## config.mk

```make
export PLATFORM = sky130hd
export DESIGN_NAME = aes_128_decrypt_ctrl
export DESIGN_NICKNAME = d
export VERILOG_FILES = /design/src/rtl/aes_ctrl_pkg.sv /design/src/rtl/aes_result_fifo.sv /design/src/rtl/aes_128_decrypt_ctrl.sv
export SDC_FILE = /design/constraint.sdc
export NUM_CORES = 2
export LEC_CHECK = 0
export CAP_MARGIN = 20
export CORE_ASPECT_RATIO = 0.5
export CORE_MARGIN = 2
export CORE_UTILIZATION = 30
export CTS_BUF_LIST = sky130_fd_sc_hd__clkbuf_8
export DETAILED_ROUTE_END_ITERATION = 8
export PLACE_DENSITY_LB_ADDON = 0.1
export REMOVE_ABC_BUFFERS = 1
export SETUP_SLACK_MARGIN = 0.02
export SLEW_MARGIN = 20
export SYNTH_ARGS = -nofsm -noshare
export SYNTH_HDL_FRONTEND = slang
export SYNTH_HIERARCHICAL = 1
export SYNTH_SLANG_ARGS = --single-unit
```

## constraint.sdc

```tcl
create_clock -name clk -period 5.85 [get_ports clk]
set_input_delay 1.755 -clock clk [delete_from_list [all_inputs] [get_ports clk]]
set_output_delay 1.755 -clock clk [all_outputs]
set_load 0.01 [all_outputs]
```

## src/rtl/aes_ctrl_pkg.sv

```systemverilog
`default_nettype none
// ============================================================================
// Module      : aes_ctrl_pkg
// Description : Shared defaults and FSM state type for the AES-128 decrypt
//               core controller.
// Revision    : 1.0 - initial release
// ============================================================================
package aes_ctrl_pkg;

    // Pipeline latency of the attached decrypt core (data in -> result valid)
    localparam int unsigned c_DATA_LATENCY_DEFAULT = 11;
    // Cycles the round-key chain needs after core_key changes
    localparam int unsigned c_KEY_SETTLE_DEFAULT   = 10;
    // Result buffer depth; must cover a full pipeline plus one
    localparam int unsigned c_FIFO_DEPTH_DEFAULT   = 16;

    typedef enum logic [1:0] {
        ST_IDLE   = 2'd0,
        ST_SETTLE = 2'd1,
        ST_RUN    = 2'd2,
        ST_DRAIN  = 2'd3
    } ctrl_state_t;

endpackage
`default_nettype wire

```

## src/rtl/aes_result_fifo.sv

```systemverilog
`default_nettype none
// ============================================================================
// Module      : aes_result_fifo
// Description : Synchronous result buffer with registered occupancy count.
//               Head word is presented combinationally from storage.
// Revision    : 1.0 - initial release
// ============================================================================
module aes_result_fifo #(
    parameter int DEPTH = 16,
    parameter int WIDTH = 128
) (
    input  logic                     clk,
    input  logic                     reset,
    input  logic                     i_push,
    input  logic [WIDTH-1:0]         i_push_data,
    input  logic                     i_pop,
    output logic [WIDTH-1:0]         o_head,
    output logic [$clog2(DEPTH):0]   o_count
);

    localparam int c_AW = $clog2(DEPTH);

    logic [WIDTH-1:0] r_mem [DEPTH];
    logic [c_AW-1:0]  r_wr_ptr;
    logic [c_AW-1:0]  r_rd_ptr;
    logic [c_AW:0]    r_count;

    // Storage write; contents need no reset because the count gates visibility
    always_ff @(posedge clk) begin
        if (i_push) begin
            r_mem[r_wr_ptr] <= i_push_data;
        end
    end

    // Pointers wrap naturally (power-of-two depth); count tracks push/pop
    always_ff @(posedge clk) begin
        if (reset) begin
            r_wr_ptr <= '0;
            r_rd_ptr <= '0;
            r_count  <= '0;
        end else begin
            if (i_push) begin
                r_wr_ptr <= r_wr_ptr + 1'b1;
            end
            if (i_pop) begin
                r_rd_ptr <= r_rd_ptr + 1'b1;
            end
            case ({i_push, i_pop})
                2'b10:   r_count <= r_count + 1'b1;
                2'b01:   r_count <= r_count - 1'b1;
                default: r_count <= r_count;
            endcase
        end
    end

    assign o_head  = r_mem[r_rd_ptr];
    assign o_count = r_count;

endmodule
`default_nettype wire

```

## src/rtl/aes_128_decrypt_ctrl.sv

```systemverilog
`default_nettype none
// ============================================================================
// Module      : aes_128_decrypt_ctrl
// Description : Flow controller for a fixed-latency AES-128 decrypt core.
//               Holds the key steady while blocks are in flight, waits for
//               the round-key chain to settle after a key change, and buffers
//               results so downstream backpressure never stalls the core.
// Revision    : 1.0 - initial release
// ============================================================================
module aes_128_decrypt_ctrl
    import aes_ctrl_pkg::*;
#(
    parameter int DATA_LATENCY = c_DATA_LATENCY_DEFAULT,
    parameter int KEY_SETTLE   = c_KEY_SETTLE_DEFAULT,
    parameter int FIFO_DEPTH   = c_FIFO_DEPTH_DEFAULT
) (
    input  logic         clk,
    input  logic         reset,
    input  logic         in_valid,
    output logic         in_ready,
    input  logic [127:0] in_data,
    input  logic [127:0] in_key,
    output logic         out_valid,
    input  logic         out_ready,
    output logic [127:0] out_data,
    output logic [127:0] core_data,
    output logic [127:0] core_key,
    input  logic [127:0] core_result,
    output logic         busy
);

    localparam int c_CW = $clog2(FIFO_DEPTH) + 1;
    localparam int c_SW = (KEY_SETTLE > 1) ? $clog2(KEY_SETTLE) : 1;
    localparam logic [c_SW-1:0] c_SETTLE_LOAD = c_SW'(KEY_SETTLE - 1);
    localparam logic [c_CW:0]   c_DEPTH_LIMIT = (c_CW + 1)'(FIFO_DEPTH);

    ctrl_state_t             r_state;
    logic [127:0]            r_key;
    logic [c_SW-1:0]         r_settle_cnt;
    logic [DATA_LATENCY-1:0] r_valid_sr;
    logic [c_CW-1:0]         r_inflight;

    logic [DATA_LATENCY-1:0] w_sr_next;
    logic [c_CW-1:0]         w_fifo_count;
    logic [c_CW:0]           w_occupancy;
    logic                    w_key_match;
    logic                    w_credit_ok;
    logic                    w_accept;
    logic                    w_push;
    logic                    w_pop;

    // Admission: only in RUN, only for the loaded key, and only while every
    // block already committed (in the core or in the buffer) still has a slot.
    // A pop in the same cycle is deliberately not credited to keep this short.
    assign w_key_match = (in_key == r_key);
    assign w_occupancy = {1'b0, r_inflight} + {1'b0, w_fifo_count};
    assign w_credit_ok = (w_occupancy < c_DEPTH_LIMIT);
    assign in_ready    = (r_state == ST_RUN) && w_key_match && w_credit_ok;

    assign w_accept    = in_valid && in_ready;
    assign w_push      = r_valid_sr[DATA_LATENCY-1];
    assign w_pop       = out_valid && out_ready;

    assign core_data   = in_data;
    assign core_key    = r_key;
    assign busy        = (r_state != ST_IDLE) || (r_inflight != '0) || (w_fifo_count != '0);

    generate
        if (DATA_LATENCY > 1) begin : g_sr_multi
            assign w_sr_next = {r_valid_sr[DATA_LATENCY-2:0], w_accept};
        end else begin : g_sr_single
            assign w_sr_next = w_accept;
        end
    endgenerate

    // Control FSM: key is only reloaded when nothing is inside the core
    always_ff @(posedge clk) begin
        if (reset) begin
            r_state      <= ST_IDLE;
            r_key        <= '0;
            r_settle_cnt <= '0;
        end else begin
            case (r_state)
                ST_IDLE: begin
                    if (in_valid) begin
                        r_key        <= in_key;
                        r_settle_cnt <= c_SETTLE_LOAD;
                        r_state      <= ST_SETTLE;
                    end
                end
                ST_SETTLE: begin
                    if (r_settle_cnt == '0) begin
                        r_state <= ST_RUN;
                    end else begin
                        r_settle_cnt <= r_settle_cnt - 1'b1;
                    end
                end
                ST_RUN: begin
                    if (in_valid && !w_key_match) begin
                        r_state <= ST_DRAIN;
                    end
                end
                ST_DRAIN: begin
                    if (r_inflight == '0) begin
                        r_key        <= in_key;
                        r_settle_cnt <= c_SETTLE_LOAD;
                        r_state      <= ST_SETTLE;
                    end
                end
                default: r_state <= ST_IDLE;
            endcase
        end
    end

    // Valid tracker mirrors the core pipeline; inflight is its popcount
    always_ff @(posedge clk) begin
        if (reset) begin
            r_valid_sr <= '0;
            r_inflight <= '0;
        end else begin
            r_valid_sr <= w_sr_next;
            case ({w_accept, w_push})
                2'b10:   r_inflight <= r_inflight + 1'b1;
                2'b01:   r_inflight <= r_inflight - 1'b1;
                default: r_inflight <= r_inflight;
            endcase
        end
    end

    aes_result_fifo #(
        .DEPTH (FIFO_DEPTH),
        .WIDTH (128)
    ) u_result_fifo (
        .clk         (clk),
        .reset       (reset),
        .i_push      (w_push),
        .i_push_data (core_result),
        .i_pop       (w_pop),
        .o_head      (out_data),
        .o_count     (w_fifo_count)
    );

    assign out_valid = (w_fifo_count != '0);

endmodule
`default_nettype wire

```

---- Word-level counts from Yosys, hierarchy flattened ----
Memories as Yosys holds them, arrays and structs flattened. A register that Yosys moved wholly into a read port is not among the register bits.
Cells that the tools add are included.
operators by class
  add/sub/neg operators ................... 8
  multipliers ............................. 0
  divide/modulo/power cells ............... 0
  order comparisons ....................... 1
  eq/ne operators ......................... 13
  shifts and indexed selects .............. 0
  muxes and demuxes ....................... 18
  bitwise logic cells ..................... 0
  reductions and logical operators ........ 21
operators by type and width
  operator               count
  $mux W128              2
  $pmux W128 S2          1
  $eq A128 B128 Y1       1
  $mux W4                5
  $pmux W5 S2            2
  $pmux W4 S3            1
  $add A5 B1 Y5 const B  2
  $reduce_bool A5 Y1     2
  $sub A5 B1 Y5 const B  2
  $add A4 B1 Y4 const B  2
  $eq A2 B2 Y1 const B   4
  $mux W2                4
  $ne A2 B2 Y1 const B   4
  $pmux W2 S4            1
  $reduce_and A4 Y1      2
  $reduce_bool A2 Y1     4
  $add A5 B5 Y6          1
  $eq A2 B1 Y1 const B   3
  $lt A6 B5 Y1 const B   1
  $logic_and A1 B1 Y1    5
  $logic_not A5 Y1       1
  $logic_not A4 Y1       1
  $sub A4 B1 Y4 const B  1
  $reduce_and A3 Y1      1
  other kinds (6)        8
storage, ports and cells
  register bits after elaboration ......... 163
  latch bits .............................. 0
  memory bits (writable) .................. 2,048
  bits in read-only memories .............. 0
  bits of input ports ..................... 388
  output and inout port bits .............. 387
  logic and storage cells ................. 70
  memories kept ........................... 1
memories
  memory               words  bits a word  rd ports  clocked after Yosys merged registers in  write ports  line                   RTL
  u_result_fifo.r_mem  16     128          1         1                                        1            aes_result_fifo.sv:23  logic [WIDTH-1:0] r_mem [DEPTH];

---- Logic depth before layout (Yosys ltp) ----
  depth in word-level cells ............... 6
  depth in mapped cells ................... 15
  mapped depth without buffers ............ 15

---- By module ----
Netlist, hierarchy kept.
modules (own cells, without submodules)
  module                times used  cells an instance  area each (um^2)  sequential area each (um^2)
  aes_result_fifo       1           3,234              77,262.9          61,839.3
  aes_128_decrypt_ctrl  1           978                7,956.4           3,002.9

---- Worst setup path after synthesis ----
Ideal clock, no wire load.
  kind .................................... in2out
  start point ............................. input in_key[65]
  end point ............................... output in_ready
  data arrival time ....................... 2,738 ps
  required time ........................... 4,095 ps
  setup slack ............................. 1,357 ps
  stages .................................. 6
  path buffers ............................ 0
  cell sequence ........................... xnor2_1 nand4_1 nor4_1 nand4_1 nor2_1 and3_1
on the way
  longest elaborated chain between the ends .. 3
ends and longest elaborated chain
  item                              line                        RTL
  start, declared                   aes_128_decrypt_ctrl.sv:22  input logic [127:0] in_key,
  $eq A128 B128 Y1                  aes_128_decrypt_ctrl.sv:55  assign w_key_match = (in_key == r_key);
  $logic_and A1 B1 Y1 (2 in a row)  aes_128_decrypt_ctrl.sv:58  assign in_ready = (r_state == ST_RUN) && w_key_match && w_credit_ok;
  end, declared                     aes_128_decrypt_ctrl.sv:20  output logic in_ready,
Every way passes these cells.

---- Final worst setup path ----
  start point ............................. input in_key[126]
  end point ............................... output in_ready
The elaborated chain is that of the path after synthesis.

==> results.py <==
metrics = {
    "final_layout": {
        "fill_cells": 26200,
        "areaGrowthSynthToFinish_pct": 18.4,
        "design_area_mm2": 0.101,
        "nets": 5278,
        "drive_gt1_share_pct": 21.6,
    },
    "hold_path": {
        "min_path_cells": 1,
        "worstHoldPathType": "flop to flop",
        "min_from": "r_valid_sr[4]",
    },
    "pwr": {
        "p_int_mw": 24.6,
        "comb_power_share_pct": 7.9,
        "p_leak_nw": 31.0,
        "pwr-share-clk_pct": 36.9,
        "ir_drop_mv": 0.266,
        "power.share.sequential_pct": 55.1,
        "finalPower_mw": 32.5,
        "p_sw_mw": 7.96,
        "p_sw_share_pct": 24.4,
        "power_density_mw_per_mm2": 322,
    },
    "synth": {
        "async_flop_share_pct": 0,
        "ys_seq_elements": 2215,
        "ys.flop_type": "edfxtp_1",
        "synth_area_per_cell_um2": 20.2,
        "synth_edf_count": 2048,
        "yosysTopAreaCell": "edfxtp_1",
        "netlist_area_mm2": 0.0852,
        "synth_common_cells": "edfxtp_1 (2,048), mux4_2 (512), nand2_1 (332)",
        "synth.distinct_cells": 52,
        "netlist_instances": 4212,
        "synth_top_area_share_pct": 72.2,
        "ys_seq_area_share_pct": 76.1,
        "yosys-top-cells-area": "edfxtp_1 (72%), mux4_2 (14%), dfxtp_1 (3.9%)",
        "yosys_warnings": 6,
        "synth.most_common_cell": "edfxtp_1",
    },
    "detailed_routing": {
        "wl_um": 265000,
        "drt_iter0_drc": 3545,
        "via_count": 44300,
        "ant_nets": 0,
        "drtPass1Iterations": 5,
        "wire_per_inst_um": 29.8,
        "routed_via_density": 4.97,
        "drcViolationCount": 0,
    },
    "global_route": {
        "grt_start_max_net_pins": 104,
        "grt_first_pass_wirelength_um": 368000,
        "antenna_found_initial": 30,
        "grt_overflow": 0,
        "grt_usage_pct": 18.0,
        "first_global_vias": 46300,
    },
    "floorplan": {
        "row_count": 138,
        "core_area_mm2": 0.283,
        "io_pins": 775,
        "die_y_um": 381,
        "dieArea_mm2": 0.289,
        "die_w_um": 758,
        "start_util_pct": 30.1,
    },
    "sta": {
        "max_clock_freq_ghz": 0.176,
        "finalSetupViolations": 0,
        "fin_crit_sh_pct": 97.0,
        "max_slew_margin_pct": 29.6,
        "tightest_slew_ps": 1060,
        "finClkSkew_ps": 81.6,
        "slew_violations": 0,
        "setup_slack_ps": 174,
        "hold_violations": 0,
        "rsz0062_at_grt": "false",
        "min_period_ps": 5680,
    },
    "placement": {
        "post-dp-hpwl_um": 144000,
        "placed_area_mm2": 0.0947,
        "portBuffers": 518,
        "preCtsSetupSlack_ps": -289,
        "place.gp.congestion": 0.834,
    },
    "clock_network": {
        "cts.path.max_buffers": 4,
        "cts_htree_levels": 5,
        "cts.sinks": 2215,
        "numCtsBuffers": 347,
        "cts_root_buffer": "clkbuf_8",
        "insertion_delay_ps": 960,
        "cts_tree": "done",
        "path_clk_slew_ps": 60,
    },
    "run": {
        "cap_violations": 0,
    },
    "worst_setup_path": {
        "startpoint": "in_key[126]",
        "start_kind": "input pin",
        "cp_data_arrival_time_ps": 3920,
        "path_class": "input pin to primary output",
        "cp_max_fo": 2,
        "cp.required_ps": 4090,
        "reg2reg_from": "core_key[6]",
        "critPathCaptureType": "primary output",
        "rrSetupSlack_ps": 1240,
        "worstRegToRegCells": 31,
    },
    "status": {
        "status": "complete, no violations",
    },
}
## critical path: stages
cell             delay (ps)
clkdlybuf4s50_1         500
xnor2_1                 140
nand4_1                 180
nor4_4                  360
buf_4                   180
nand4_1                 170
nor2_2                  200
and3_1                  170
clkdlybuf4s15_1         260
## cell usage in the layout (no fill, tap or decap), types with 4 or more instances in the layout
cell,instances
clkinv_2,32
bufinv_16,4
nor4_2,4
and2_4,17
o21ai_0,4
edfxtp_1,2048
ha_1,23
nor2_1,88
a21oi_1,140
clkdlybuf4s50_1,516
inv_1,131
o22ai_1,121
xor2_1,11
clkinvlp_4,8
mux4_2,512
clkinv_1,74
nor2b_1,12
diode_2,6
buf_12,61
mux2i_1,5
nand4_1,39
nor4_1,5
nand2_1,330
nor3_1,4
buf_4,75
xnor2_1,129
dfxtp_1,164
clkbuf_8,361
a22oi_1,136
## power groups by stage
stage | logic [mW] | clock network [mW] | registers (mW)
after detailed placement | 2.60 | 0 | 18.3
final | 2.58 | 12.0 | 17.9
after global placement | 2.61 | 0 | 18.3
after global routing | 2.84 | 13.2 | 18.0
after CTS | 2.61 | 12.5 | 17.9
after floorplan | 1.10 | 0 | 18.3
## cell type report
| type | instances | area [um^2] | area share [%] |
|---|---|---|---|
| flip-flops and latches | 2215 | 64900 | 64.3 |
| multi-input cells | 1630 | 18200 | 18.1 |
| repair buffers | 655 | 6980 | 6.92 |
| clock buffers | 361 | 4970 | 4.92 |
| well taps | 3780 | 4730 | 4.69 |
| clock inverters | 237 | 1100 | 1.09 |
| inverters | 17 | 63.8 | 0.0632 |
| diodes | 6 | 15.0 | 0.0149 |
## per-stage QoR
step                      hold WS [ps]  util [%]  instances   TNS, ps
final                              439      35.7       8901         0
after global routing               445      35.7       8899         0
after CTS                          441      35.7       8895         0
after detailed placement           423      33.5       8284      -289
after global placement             417      33.5       8284      -277
after floorplan                    414         -       3862  -2324580
## routing by layer
layer	GRT usage [%]	up-vias	wire (um)
li1	-	18300	-
met4	4.31	38	6120
met1	24.0	23800	115000
met3	6.21	464	21400
met2	28.0	1584	121000
met5	2.73	-	1230
## cells by family (layout without fill, tap and decap cells)
family                   after synthesis  in the layout  synth area share (%)
AND/OR/NAND/NOR                      530            530                  2.68
flip-flops                          2215           2215                  76.1
adder cells (fa/ha/maj)               24             24                 0.361
buffers and inverters                367           1270                  2.71
multiplexers                         518            518                  13.6
XOR/XNOR                             142            142                  1.46
AO/OA/AOI/OAI                        416            416                  3.10
other                                  0              6                     0
## final timing paths
path	to
worst max-delay path	in_ready
worst max register to register	r_inflight[4]
worst min register to register	r_valid_sr[5]
worst min-delay path	r_valid_sr[5]
## sequential cells by signal, summed over array words and instances (netlist names), 4 cells and up, named ones only
register and count:
r_inflight 5, u_result_fifo/r_mem 2048, core_key 128, u_result_fifo/r_rd_ptr 4
r_valid_sr 11, r_settle_cnt 4, u_result_fifo/r_wr_ptr 4, u_result_fifo/o_count 5
## timing repair
item | 4_1_cts | 5_1_grt
setup buffers | 13 | 0
gates cloned | 0 | 0
setup endpoints to repair | 14 | 4
gates resized for setup | 6 | 9
pin swaps | 2 | 3
hold buffers | 0 | 0
No activity file was read; power rests on OpenSTA's default activity.
